`config.mk`:
```
export PLATFORM = sky130hd
export DESIGN_NAME = hilo_acc_reg
export DESIGN_NICKNAME = d
export VERILOG_FILES = /design/src/rtl/hilo_acc_reg.sv
export SDC_FILE = /design/constraint.sdc
export NUM_CORES = 1
export LEC_CHECK = 0
export BUFFER_PORTS_ARGS = -buffer_cell sky130_fd_sc_hd__buf_2
export CORE_ASPECT_RATIO = 0.5
export CORE_UTILIZATION = 44
export DETAILED_ROUTE_END_ITERATION = 8
export PLACE_DENSITY = 0.64
export SYNTH_ARGS = -nofsm -noshare
export SYNTH_HDL_FRONTEND = slang
export SYNTH_SLANG_ARGS = --single-unit
```
`constraint.sdc`:
```
create_clock -name clk -period 5.3 [get_ports clk]
set_input_delay 1.06 -clock clk [delete_from_list [all_inputs] [get_ports clk]]
set_output_delay 1.06 -clock clk [all_outputs]
set_load 0.03 [all_outputs]
```
`src/rtl/hilo_acc_reg.sv`:
```
// HI/LO register pair: per-half and full writes and clear commit 1 cycle after accept; MADD/MSUB
// commit both halves 2 cycles after accept. ready_o drops for one cycle while an accumulate is in flight.
module hilo_acc_reg #(
  parameter int DW     = 32,
  parameter bit ACC_EN = 1'b1
) (
  input  logic          clk,
  input  logic          rst,
  input  logic          valid_i,
  input  logic [2:0]    op_i,
  input  logic [DW-1:0] hi_i,
  input  logic [DW-1:0] lo_i,
  output logic          ready_o,
  output logic [DW-1:0] hi_o,
  output logic [DW-1:0] lo_o,
  output logic          done_o
);

  localparam logic [2:0] OP_WR_HI   = 3'd1;
  localparam logic [2:0] OP_WR_LO   = 3'd2;
  localparam logic [2:0] OP_WR_BOTH = 3'd3;
  localparam logic [2:0] OP_MADD    = 3'd4;
  localparam logic [2:0] OP_MSUB    = 3'd5;
  localparam logic [2:0] OP_CLR     = 3'd6;

  typedef enum logic {IDLE, ACC_HI} state_t;

  state_t        state;
  logic          carry;
  logic          acc_sub;
  logic [DW-1:0] lo_tmp;
  logic [DW-1:0] hi_opnd;

  logic          accept;
  logic          req_sub;
  logic [DW:0]   lo_sum;
  logic [DW-1:0] hi_sum;

  assign ready_o = (state == IDLE);
  assign accept  = valid_i & ready_o;
  assign req_sub = (op_i == OP_MSUB);

  // Subtraction is two's-complement add: invert the operand, carry-in of 1 on the low half only.
  assign lo_sum = {1'b0, lo_o} + {1'b0, (req_sub ? ~lo_i : lo_i)} + {{DW{1'b0}}, req_sub};
  assign hi_sum = hi_o + (acc_sub ? ~hi_opnd : hi_opnd) + {{(DW-1){1'b0}}, carry};

  always_ff @(posedge clk) begin
    if (rst) begin
      state   <= IDLE;
      hi_o    <= '0;
      lo_o    <= '0;
      done_o  <= 1'b0;
      carry   <= 1'b0;
      acc_sub <= 1'b0;
      lo_tmp  <= '0;
      hi_opnd <= '0;
    end else begin
      done_o <= 1'b0;
      case (state)
        IDLE: begin
          if (accept) begin
            case (op_i)
              OP_WR_HI: begin
                hi_o   <= hi_i;
                done_o <= 1'b1;
              end
              OP_WR_LO: begin
                lo_o   <= lo_i;
                done_o <= 1'b1;
              end
              OP_WR_BOTH: begin
                hi_o   <= hi_i;
                lo_o   <= lo_i;
                done_o <= 1'b1;
              end
              OP_CLR: begin
                hi_o   <= '0;
                lo_o   <= '0;
                done_o <= 1'b1;
              end
              OP_MADD, OP_MSUB: begin
                if (ACC_EN) begin
                  // Low half is staged, not committed, so no partial result is ever visible.
                  {carry, lo_tmp} <= lo_sum;
                  hi_opnd         <= hi_i;
                  acc_sub         <= req_sub;
                  state           <= ACC_HI;
                end
              end
              default: ;
            endcase
          end
        end
        ACC_HI: begin
          hi_o   <= hi_sum;
          lo_o   <= lo_tmp;
          done_o <= 1'b1;
          state  <= IDLE;
        end
        default: state <= IDLE;
      endcase
    end
  end

endmodule

```
* Yosys cells after proc, flatten, opt, wreduce, memory -nomap -nowiden
Cells that the tools add are included.
** Cells by class
- Add/sub/neg operators :: 4
- Multipliers :: 0
- Divide/modulo/power cells :: 0
- Magnitude comparators :: 0
- Equality and inequality tests :: 9
- Shift operators :: 0
- Muxes and demuxes :: 14
- Bitwise operators :: 4
- Reductions and logical operators :: 7
** Operator list (count)
- $pmux W32 S2 :: 4
- $mux W32 :: 4
- $not A32 Y32 :: 2
- $add A32 B32 Y33 :: 1
- $add A33 B1 Y33 :: 1
- $add A32 B1 Y32 :: 1
- $add A32 B32 Y32 :: 1
- $eq A3 B3 Y1 const B :: 3
- $eq A3 B2 Y1 const B :: 2
- $ne A3 B2 Y1 const B :: 2
- $reduce_or A2 Y1 :: 3
- $mux W1 :: 4
- $pmux W1 S2 :: 2
- $reduce_and A2 Y1 :: 2
- $reduce_or A4 Y1 :: 1
- $eq A3 B1 Y1 const B :: 1
- $reduce_and A3 Y1 :: 1
- $ne A2 B1 Y1 const B :: 1
- $and A1 B1 Y1 :: 1
- $not A1 Y1 :: 1
** Word-level totals
- Register bits :: 132
- Latch bits :: 0
- RAM bits :: 0
- Bits in read-only memories :: 0
- Output and inout port bits :: 66
- Logic and storage cells :: 46
- Memories :: 0

* Depth between registers and ports, before layout
- Depth after elaboration :: 5
- Mapped depth :: 15
- Mapped depth without buffers :: 12

* Least setup slack after synthesis
Ideal clock, no wire load.
- Path type :: input to register
- Start point :: in op_i[2]
- End point :: reg lo_tmp[29]
- Arrival time :: 3.880 ns
- Required time :: 5.168 ns
- Path slack :: 1.288 ns
- Stages on the path :: 15
- Path buffers :: 4
- Cell sequence :: buf_4 -> nand3b_2 -> buf_6 -> clkbuf_1 -> xnor2_1 -> ha_1 -> buf_2 -> a21oi_1 -> o221ai_1 -> o2bb2ai_1 -> a31oi_4 -> a2111oi_2 -> or4_1 -> nand3_1 -> a21oi_1
** On the way
- Cells in the longest elaborated chain, start to end :: 4
** Ends and longest elaborated chain
- from (decl) :: line 10 : input logic [2:0] op_i,
- $eq A3 B3 Y1 :: line 41, 62
- $mux W32 :: line 44 : assign lo_sum = {1'b0, lo_o} + {1'b0, (req_sub ? ~lo_i : lo_i)} + {{DW{1'b0}}, req_sub};
- $add A32 B32 Y33 :: line 44
- $add A33 B1 Y33 :: line 44
- to (signal assigned) :: line 84 : {carry, lo_tmp} <= lo_sum;
- to (decl) :: line 31 : logic [DW-1:0] lo_tmp;
Parallel ways exist; a longest one is shown, timed or not.
A chain may end at the register's enable or synchronous reset.

* Worst setup path in the final report
- Start point :: in op_i[1]
- End point :: reg lo_tmp[30]
Same word-level chain as after synthesis.

==> impl_metrics.yaml <==
final_layout:
  utilization_pct: 52.9
  n_antenna_cell: 0
  final_net_count: 1381
  mostFrequentLayoutCells: "149 x nand2_1, 134 x buf_2, 130 x dfxtp_1"
  finalNonFillerCells: 1523
  areaGrowthSynthToFinish_pct: 16.3
  final_common_cell: "nand2_1"
  drive_above_1_share_pct: 15.5
logic_synthesis:
  synthDominantCellAreaShare_pct: 29.4
  postSynthCellCount: 1149
  synth_warnings: 0
  syn_area_um2: 8970
  synth_edf_count: 0
  syn-mean-instance-area_um2: 7.81
  yosys.area.top_type: "dfxtp_1"
  synth_area_leaders: "dfxtp_1 29%, ha_1 8.8%, a21oi_1 7.0%"
  synth_top_family_by_area: "compound AO/OA/AOI/OAI gates"
  synth_mux_area_share_pct: 0.474
  synth.distinct_cells: 69
  ys.flop_type: "dfxtp_1"
  synth_fp_nets: 1285
  synth_simple_gate_area_share_pct: 20.4
  seq_area_frac_synth_pct: 29.4
  synthXorXnorAreaFrac_pct: 9.08
  synth_fa_ha_area_share_pct: 9.45
  async_flop_share_pct: 0
  synth_compound_area_share_pct: 26.7
  ys_seq_elements: 132
detailed_routing:
  dr_wl_met2_um: 12200
  post-route-drc-count: 0
  dr_total_vias: 8937
  drt_iter0_markers: 648
  wire_per_inst_um: 17.4
  highest_layer: "met4"
  m1WireLength_um: 12700
  postRouteAntennaNets: 0
  detail_route.vias_per_cell: 5.87
  wl_met3_um: 1180
  routed_wl_um: 26500
  dr.pass1.iters: 9
timing:
  fmax_mhz: 252
  finalSetupTns_ps: 0
  hold_viol: 0
  finalMaxSlewViolations: 0
  rsz0062_at_grt: "false"
  finalCritPeriodShare_pct: 74.7
  slew_headroom_pct: 27.0
  worst_pin_slew_ps: 1100
  setup_viol: 0
  clock_skew_ps: 3.80
  min_period_ps: 3960
setup_path:
  cp_cell_sequence: "buf_2 > nand3b_2 > xnor2_1 > inv_1 > fa_1 > nand2b_1 > a21o_1 > a211o_1 > a21o_1 > a31oi_1 > a21oi_1 > or3_1 > nand3_1"
  cpMaxStageDelayCell: "a31oi_1"
  required_ps: 5680
  crit_top_cell: "a21o_1"
  start_kind: "input port"
  arrival_ps: 4340
  path_buf_inv: 2
  path_delay_family: "compound AO/OA/AOI/OAI gates"
  cpPeakStageDelay_ps: 470
  cp-end-kind: "register"
  path_class: "input port to register"
  path_max_fanout: 6
power:
  irDropWorstVdd_mv: 0.166
  power_uw: 2890
  p_leak_uw: 0.00473
  power.density_nw_per_um2: 277
grt:
  antenna_found_initial: 0
  grt_pass1_wl_um: 42800
  grt_pass1_vias: 8230
  grt_overflow: 0
  grt_max_degree: 64
  grt_use_total_pct: 25.7
floorplanning:
  die_height_um: 103
  start_util_pct: 45.5
  coreArea_um2: 19700
  rows: 36
  die_x_um: 204
  ios: 136
  dieArea_um2: 21000
worst_hold_path:
  hold_class: "register to register"
placement:
  place.gp.congestion: 0.948
  dpl.hpwl_um: 18300
  dp_cells: 1492
  port_buffers: 135
run:
  drv_cap: 0
cts:
  clkTransAtPathRegs_ps: 60
  cts_resized: 0
  clockBufferDepth: 2
  cts_made_buffers: 17
  post-cts-setup-buffers: 0
  htree_levels: 4
  cts_root_buffer: "clkbuf_16"
  clk-insertion-delay-late_ps: 440
  cts_tree: "built"
  hold_buffers: 0
  cts.sinks: 132
run_status:
  outcome: "finished, final reports clean"
routing by layer:
layer / vias up / track usage [%]
met5: - / 0
met4: 0 / 8.84
met3: 27 / 4.27
met2: 241 / 42.3
met1: 4279 / 34.3
li1: 4390 / -
flip-flops by register name, summed over array words and instances, names as in the netlist:
name,cells
lo_tmp,32
hi_opnd,32
acc_sub,1
state,1
hi_o,32
done_o,1
lo_o,32
carry,1
per-stage QoR:
step           worst slack, ps  cell area, um2  hold slack [ps]
2_1_floorplan             1290            8970              431
3_3_place_gp               998            9820              438
3_5_place_dp               935            9820              448
4_1_cts                   1380           10400              455
5_1_grt                   1060           10400              473
6_report                  1340           10400              454
synthesized netlist by cell type, types with 4 or more instances:
library cell and count:
a21o_1 32, nand3_1 43, a21boi_0 10, ha_1 63, a211o_1 4, nand2_1 149, a31oi_1 12, nand4_1 9
nand2b_1 7, inv_1 29, a221oi_1 11, buf_1 7, nor3b_1 7, or3_1 14, o22ai_1 4, dfxtp_1 132
nor2b_1 8, and3_1 18, a211oi_1 13, o21ai_0 52, o211ai_1 6, clkbuf_1 60, nor3_1 24, xnor2_1 48
o21bai_1 4, nor2_1 91, a21oi_1 126, nor4_1 5, o21a_1 9, a222oi_1 35, xor2_1 45, and2_1 5
a32oi_1 4
final timing paths:
check	start	cells after the start	endpoint	slack [ps]
max	op_i[1]	13	lo_tmp[30]	1340
min	lo_tmp[4]	2	lo_tmp[4]	450
max reg2reg	acc_sub	11	hi_o[28]	1380
min reg2reg	lo_tmp[4]	2	lo_tmp[4]	450
logic make-up after synthesis:
family                     Yosys count
and+or+nand+nor                    396
AOI/OAI and AO/OA                  357
DFF                                132
buffers and inverters              101
xor gates and xnor gates            93
adders and majority gates           66
muxes                                4
area by class of cell:
type                       instances  area, um2
fill                            1937       9290
multi-input combinational        916       5950
sequential                       132       2650
timing repair buffer             149        783
clock buffer                      30        584
tap                              266        333
inverter                          29        109
clock inverter                     1       30.0
report_power, final:
part	leakage [uW]	switching [uW]	internal [uW]
Sequential	0.00108	37.1	1040
Combinational	0.00335	376	220
Clock	0.000305	436	781
Total	0.00473	849	2040
worst min-delay path, cell delays in order (launching register included):
cell and delay, ps:
dfxtp_1 310, nand2_1 50, a21oi_1 50
Note: power is estimated with default switching activity, not from simulation.
